<file path="config.mk">
export PLATFORM = sky130hd
export DESIGN_NAME = spi_frame_host_flat
export DESIGN_NICKNAME = d
export VERILOG_FILES = /design/src/rtl/spi_frame_host_if.sv /design/src/rtl/spi_frame_host.sv /design/src/flat_wrapper.sv
export SDC_FILE = /design/constraint.sdc
export NUM_CORES = 1
export LEC_CHECK = 0
export ABC_AREA = 1
export CORE_MARGIN = 2
export CORE_UTILIZATION = 55
export CTS_CLUSTER_DIAMETER = 200
export DETAILED_ROUTE_END_ITERATION = 10
export PLACE_DENSITY = 0.76
export SYNTH_ARGS = -nofsm -noshare
export SYNTH_HDL_FRONTEND = slang
export SYNTH_SLANG_ARGS = --single-unit
</file>
<file path="constraint.sdc">
create_clock -name clk -period 2.8 [get_ports clk]
set_input_delay 0.56 -clock clk [delete_from_list [all_inputs] [get_ports clk]]
set_output_delay 0.56 -clock clk [all_outputs]
set_load 0.02 [all_outputs]
</file>
<file path="src/rtl/spi_frame_host_if.sv">
// Host-side bundle for spi_frame_host: command inputs, SPI pins and capture stream.
// master = the SPI host block, slave = bridge logic plus probe pins.
interface spi_frame_host_if;
  logic        start;
  logic        resync;
  logic [1:0]  width_cfg;
  logic        sck;
  logic        mosi;
  logic        miso;
  logic        busy;
  logic        hdr_valid;
  logic        hdr_empty;
  logic [1:0]  hdr_width;
  logic        hdr_sync;
  logic        hdr_error;
  logic        word_valid;
  logic [15:0] word_data;
  logic [2:0]  word_index;
  logic        frame_done;

  modport master (
    input  start, resync, width_cfg, miso,
    output sck, mosi, busy, hdr_valid, hdr_empty, hdr_width, hdr_sync, hdr_error,
           word_valid, word_data, word_index, frame_done
  );

  modport slave (
    output start, resync, width_cfg, miso,
    input  sck, mosi, busy, hdr_valid, hdr_empty, hdr_width, hdr_sync, hdr_error,
           word_valid, word_data, word_index, frame_done
  );
endinterface

</file>
<file path="src/rtl/spi_frame_host.sv">
// SPI host for the trace-probe link: sends a command byte, captures an 8-bit header
// and eight byte-swapped 16-bit words, and reports them as valid pulses.
module spi_frame_host #(
  parameter int CLK_DIV = 2
) (
  input logic             clk,
  input logic             rst,
  spi_frame_host_if.master bus
);

  localparam int DW = (CLK_DIV > 1) ? $clog2(CLK_DIV) : 1;
  localparam logic [DW-1:0] DIV_LOAD = DW'(CLK_DIV - 1);

  typedef enum logic [2:0] {S_IDLE, S_CMD, S_HDR, S_DATA, S_DONE} state_t;

  state_t        state_q;
  logic [DW-1:0] div_q;
  logic [6:0]    bit_q;
  logic [7:0]    cmd_q;
  logic          resync_q;
  logic          last_q;
  logic [15:0]   shift_q;
  logic          hdr_pend_q;
  logic          word_pend_q;
  logic [2:0]    word_num_q;
  logic          sck_q, mosi_q, busy_q;
  logic          hdr_valid_q, hdr_empty_q, hdr_sync_q, hdr_error_q;
  logic [1:0]    hdr_width_q;
  logic          word_valid_q, frame_done_q;
  logic [15:0]   word_data_q;
  logic [2:0]    word_index_q;
  logic [15:0]   rx_d;

  assign rx_d = {shift_q[14:0], bus.miso};

  always_ff @(posedge clk or posedge rst) begin
    if (rst) begin
      state_q      <= S_IDLE;
      div_q        <= '0;
      bit_q        <= '0;
      cmd_q        <= '0;
      resync_q     <= 1'b0;
      last_q       <= 1'b0;
      shift_q      <= '0;
      hdr_pend_q   <= 1'b0;
      word_pend_q  <= 1'b0;
      word_num_q   <= '0;
      sck_q        <= 1'b0;
      mosi_q       <= 1'b0;
      busy_q       <= 1'b0;
      hdr_valid_q  <= 1'b0;
      hdr_empty_q  <= 1'b0;
      hdr_width_q  <= '0;
      hdr_sync_q   <= 1'b0;
      hdr_error_q  <= 1'b0;
      word_valid_q <= 1'b0;
      word_data_q  <= '0;
      word_index_q <= '0;
      frame_done_q <= 1'b0;
    end else begin
      hdr_valid_q  <= 1'b0;
      word_valid_q <= 1'b0;
      frame_done_q <= 1'b0;
      hdr_pend_q   <= 1'b0;
      word_pend_q  <= 1'b0;

      // Captures complete on a falling edge; publish them one clk later.
      if (hdr_pend_q) begin
        hdr_valid_q <= 1'b1;
        hdr_empty_q <= shift_q[7];
        hdr_width_q <= shift_q[2:1];
        hdr_sync_q  <= shift_q[0];
        hdr_error_q <= |shift_q[6:3];
      end
      if (word_pend_q) begin
        word_valid_q <= ~hdr_empty_q;
        word_data_q  <= {shift_q[7:0], shift_q[15:8]};
        word_index_q <= word_num_q;
      end

      case (state_q)
        S_IDLE: begin
          if (bus.resync || bus.start) begin
            state_q  <= S_CMD;
            busy_q   <= 1'b1;
            div_q    <= '0;
            bit_q    <= '0;
            last_q   <= 1'b0;
            resync_q <= bus.resync;
            cmd_q    <= bus.resync ? 8'hA5 : {4'hA, bus.width_cfg, 2'b00};
          end
        end
        S_CMD, S_HDR, S_DATA: begin
          if (div_q != '0) begin
            div_q <= div_q - DW'(1);
          end else if (!sck_q) begin
            if (last_q) begin
              state_q      <= S_DONE;
              busy_q       <= 1'b0;
              frame_done_q <= 1'b1;
              mosi_q       <= 1'b0;
            end else begin
              sck_q  <= 1'b1;
              div_q  <= DIV_LOAD;
              mosi_q <= (state_q == S_CMD) & cmd_q[7];
              cmd_q  <= {cmd_q[6:0], 1'b0};
            end
          end else begin
            sck_q   <= 1'b0;
            div_q   <= DIV_LOAD;
            shift_q <= rx_d;
            bit_q   <= bit_q + 7'd1;
            if (state_q == S_CMD) begin
              if (bit_q == 7'd7) begin
                bit_q <= '0;
                if (resync_q) last_q <= 1'b1;
                else          state_q <= S_HDR;
              end
            end else if (state_q == S_HDR) begin
              if (bit_q == 7'd7) begin
                bit_q      <= '0;
                state_q    <= S_DATA;
                hdr_pend_q <= 1'b1;
              end
            end else begin
              if (bit_q[3:0] == 4'hF) begin
                word_pend_q <= 1'b1;
                word_num_q  <= bit_q[6:4];
              end
              if (bit_q == 7'd127) last_q <= 1'b1;
            end
          end
        end
        S_DONE: begin
          state_q      <= S_IDLE;
          word_index_q <= '0;
        end
        default: state_q <= S_IDLE;
      endcase
    end
  end

  assign bus.sck        = sck_q;
  assign bus.mosi       = mosi_q;
  assign bus.busy       = busy_q;
  assign bus.hdr_valid  = hdr_valid_q;
  assign bus.hdr_empty  = hdr_empty_q;
  assign bus.hdr_width  = hdr_width_q;
  assign bus.hdr_sync   = hdr_sync_q;
  assign bus.hdr_error  = hdr_error_q;
  assign bus.word_valid = word_valid_q;
  assign bus.word_data  = word_data_q;
  assign bus.word_index = word_index_q;
  assign bus.frame_done = frame_done_q;

endmodule

</file>
<file path="src/flat_wrapper.sv">
// flat-port wrapper written by rule: the top's interface ports become plain ports
module spi_frame_host_flat 
#(
  parameter int CLK_DIV = 2
)
  (clk, rst, bus_start, bus_resync, bus_width_cfg, bus_miso, bus_sck, bus_mosi, bus_busy, bus_hdr_valid, bus_hdr_empty, bus_hdr_width, bus_hdr_sync, bus_hdr_error, bus_word_valid, bus_word_data, bus_word_index, bus_frame_done);
  spi_frame_host_if bus_i ();
  input logic clk;
  input logic rst;
  input wire logic [$bits(bus_i.start)-1:0] bus_start;
  input wire logic [$bits(bus_i.resync)-1:0] bus_resync;
  input wire logic [$bits(bus_i.width_cfg)-1:0] bus_width_cfg;
  input wire logic [$bits(bus_i.miso)-1:0] bus_miso;
  output wire logic [$bits(bus_i.sck)-1:0] bus_sck;
  output wire logic [$bits(bus_i.mosi)-1:0] bus_mosi;
  output wire logic [$bits(bus_i.busy)-1:0] bus_busy;
  output wire logic [$bits(bus_i.hdr_valid)-1:0] bus_hdr_valid;
  output wire logic [$bits(bus_i.hdr_empty)-1:0] bus_hdr_empty;
  output wire logic [$bits(bus_i.hdr_width)-1:0] bus_hdr_width;
  output wire logic [$bits(bus_i.hdr_sync)-1:0] bus_hdr_sync;
  output wire logic [$bits(bus_i.hdr_error)-1:0] bus_hdr_error;
  output wire logic [$bits(bus_i.word_valid)-1:0] bus_word_valid;
  output wire logic [$bits(bus_i.word_data)-1:0] bus_word_data;
  output wire logic [$bits(bus_i.word_index)-1:0] bus_word_index;
  output wire logic [$bits(bus_i.frame_done)-1:0] bus_frame_done;
  assign bus_i.start = bus_start;
  assign bus_i.resync = bus_resync;
  assign bus_i.width_cfg = bus_width_cfg;
  assign bus_i.miso = bus_miso;
  assign bus_sck = bus_i.sck;
  assign bus_mosi = bus_i.mosi;
  assign bus_busy = bus_i.busy;
  assign bus_hdr_valid = bus_i.hdr_valid;
  assign bus_hdr_empty = bus_i.hdr_empty;
  assign bus_hdr_width = bus_i.hdr_width;
  assign bus_hdr_sync = bus_i.hdr_sync;
  assign bus_hdr_error = bus_i.hdr_error;
  assign bus_word_valid = bus_i.word_valid;
  assign bus_word_data = bus_i.word_data;
  assign bus_word_index = bus_i.word_index;
  assign bus_frame_done = bus_i.frame_done;
  spi_frame_host #(.CLK_DIV(CLK_DIV)) u_core (.clk(clk), .rst(rst), .bus(bus_i));
endmodule
</file>
==> metrics.yaml <==
critPathRequiredTime_ns: 2.24
remaining_drc_errors: 0
fin_nets: 395
start_util: 0.5618
cts_resized: 0
ios: 37
dieArea_um2: 6132
yosys-top-cells-area: "dfrtp_1 59%, nand2_1 12%, o21ai_1 4.8%"
synth_xor_area_frac: 0.002884
synth_top_family_by_area: "simple AND/OR/NAND/NOR gates"
worstRegToRegCells: 7
ctsHtreeMaxLevel: 3
dr.pass1.iters: 4
multi_input_comb_area_um2: 1035
worstPathArrival_ns: 1.48
setup_viol: 0
io_buffers: 36
slew_headroom: 0.4676
worst-path-buf-inv: 1
synth_most_common_cell: "nand2_1"
final-seq-area_um2: 1802
overflow: 0
place_ws_ns: 0.4906
p_per_area_nw_per_um2: 546.5
worst_slack_ns: 0.7633
grt_pass1_vias: 2161
status: "finished clean"
finalHoldViolations: 0
worstMarginPinSlew_ns: 0.7977
syn-cell-area_um2: 3037
min_from: "u_core.cmd_q[0]"
antenna_cells: 0
max_freq_mhz: 491.0
clock_sinks: 72
die_h_um: 78.31
fillers: 440
synth-simple-area-share: 0.2196
setup_tns_ns: 0
via_per_inst: 5.050
syn_inst: 349
cpMaxStageDelayCell: "clkdlybuf4s50_1"
clk_pin_slew_ns: 0.07
cts_made_buffers: 9
synth.top_cell.area_share: 0.5933
grt_start_max_net_pins: 73
synth.avg_cell_area_um2: 8.701
vias: 2343
cp_top_family: "buffers and inverters"
clock_skew_ns: 0.008701
antenna_found_initial: 0
grt_pass1_wl_um: 10130
cts_tree: "yes"
finalWeightedCongestion: 0.9588
clk_latency_ns: 0.35
whs_path_depth: 2
ys.flop_type: "dfrtp_1"
ys_seq_elements: 72
final_layout_size_suffix_gt1_frac: 0.07908
wl_met2_um: 2744
crit_fanout: 8
async_flop_share: 1.000
synth_edf_count: 0
hp-class: "flip-flop to flip-flop"
post_cts_buffers: 0
syn2layout_area_growth_pct: 21.18
p_leak_nw: 1.791
hold_buffers: 0
top_layer: "met4"
grtUsageTotal: 0.2155
maxSlewViolCount: 0
hpwlAfterDp_um: 3799
synthTopCellsByCount: "95 x nand2_1, 72 x dfrtp_1, 38 x inv_1, 32 x nor2_1, 29 x o21ai_1"
synth_compound_area_frac: 0.1141
drv_cap: 0
end_kind: "output pin"
critPathLaunchType: "flip-flop"
wl_met3_um: 194
route.layer.met1.wl_um: 2798
seq_area_frac_synth: 0.5933
r2r_end: "u_core.word_num_q[2]"
vdd_drop_max_uv: 372.5
cts_root_buffer: "clkbuf_8"
drtIter0Drc: 171
cts.path.max_buffers: 2
min_to: "u_core.cmd_q[0]"
reg2reg_from: "u_core.state_q[2]"
drtAntennaViolNets: 0
synth.distinct_cells: 27
critPathMaxStageDelay_ns: 0.65
rows: 27
syn-num-nets: 357
final.period_utilization: 0.7274
fin_crit_ns: 2.037
crit_chain: "clkdlybuf4s50_1"
wl_per_cell_um: 12.58
synth_area_leader_cell: "dfrtp_1"
synth.area.mux_share: 0
yosys_warnings: 0
worst-r2r-setup-slack_ns: 0.84
synthAdderAreaFrac: 0.004120
rsz0062_at_grt: "no"
die_w_um: 78.31
wirelength_um: 5837
core_region_area_um2: 5405
criticalPathCategory: "flip-flop to output pin"
[metal layers]
metal  up-vias  global-route usage
met5         -                   0
met4         0              0.1158
met3         8             0.03448
met2        52              0.3259
met1      1097              0.3019
li1       1186                   -
[kinds of logic (layout without fill, tap and decap cells)]
group                    after synthesis  in the layout
AND/OR/NAND/NOR                      156            156
flip-flops                            72             72
AO/OA/AOI/OAI                         68             68
buffers and inverters                 51             94
adder cells (fa/ha/maj)                1              1
XOR/XNOR                               1              1
[cell type report]
type | instances | area share
Timing Repair Buffer | 37 | 0.1034
Sequential cell | 72 | 0.4896
Clock buffer | 10 | 0.03468
Multi-Input combinational cell | 226 | 0.2812
Tap cell | 72 | 0.02448
Clock inverter | 6 | 0.02482
Inverter | 41 | 0.04182
[state kept, by name (all words and copies together) (netlist names), 2 cells and up]
| register | count |
|---|---|
| u_core.state_q | 3 |
| u_core.bit_q | 7 |
| u_core.word_num_q | 3 |
| u_core.bus.word_data | 16 |
| u_core.shift_q | 16 |
| u_core.bus.word_index | 3 |
| u_core.cmd_q | 8 |
| u_core.bus.hdr_width | 2 |
[cell usage in the layout, fill, tap and decap left out, types with 3 or more instances in the layout]
| master | Yosys | final |
|---|---|---|
| nand2_1 | 95 | 95 |
| nor2_2 | 3 | 3 |
| nor2_1 | 32 | 32 |
| o21ai_0 | 18 | 18 |
| a31oi_1 | 4 | 4 |
| nand3_1 | 13 | 13 |
| inv_1 | 38 | 37 |
| clkdlybuf4s50_1 | 0 | 36 |
| inv_2 | 3 | 4 |
| o21ai_1 | 29 | 29 |
| clkbuf_8 | 0 | 9 |
| dfrtp_1 | 72 | 72 |
| a21oi_1 | 16 | 16 |
[power by group]
group          internal (W)  switching, W
sequential          0.00105    0.00000734
clock              0.000507      0.000394
combinational     0.0000182     0.0000343
[worst max path at each step]
stage                               from               to  depth (start not counted)
after detailed placement      bus_resync    u_core.last_q                          8
after floorplan                      rst  u_core.bit_q[0]                          1
after CTS                 u_core.bus.sck          bus_sck                          1
final                     u_core.bus.sck          bus_sck                          1
after global placement        bus_resync    u_core.last_q                          8
after global routing          bus_resync    u_core.last_q                          8
[stage by stage]
| step | instance area [µm²] | cells | total power [W] | util | hold WS [ns] |
|---|---|---|---|---|---|
| global placement | 3461 | 448 | 0.001130 | 0.6403 | 0.4523 |
| floorplan | 3037 | 349 | 0.001107 | - | 0.3519 |
| CTS | 3680 | 464 | 0.002025 | 0.6808 | 0.4776 |
| finish | 3680 | 464 | 0.002011 | 0.6808 | 0.4809 |
| global route | 3680 | 464 | 0.002083 | 0.6808 | 0.4953 |
| detailed placement | 3461 | 448 | 0.001131 | 0.6403 | 0.4611 |
Note: power is estimated with default switching activity, not from simulation.
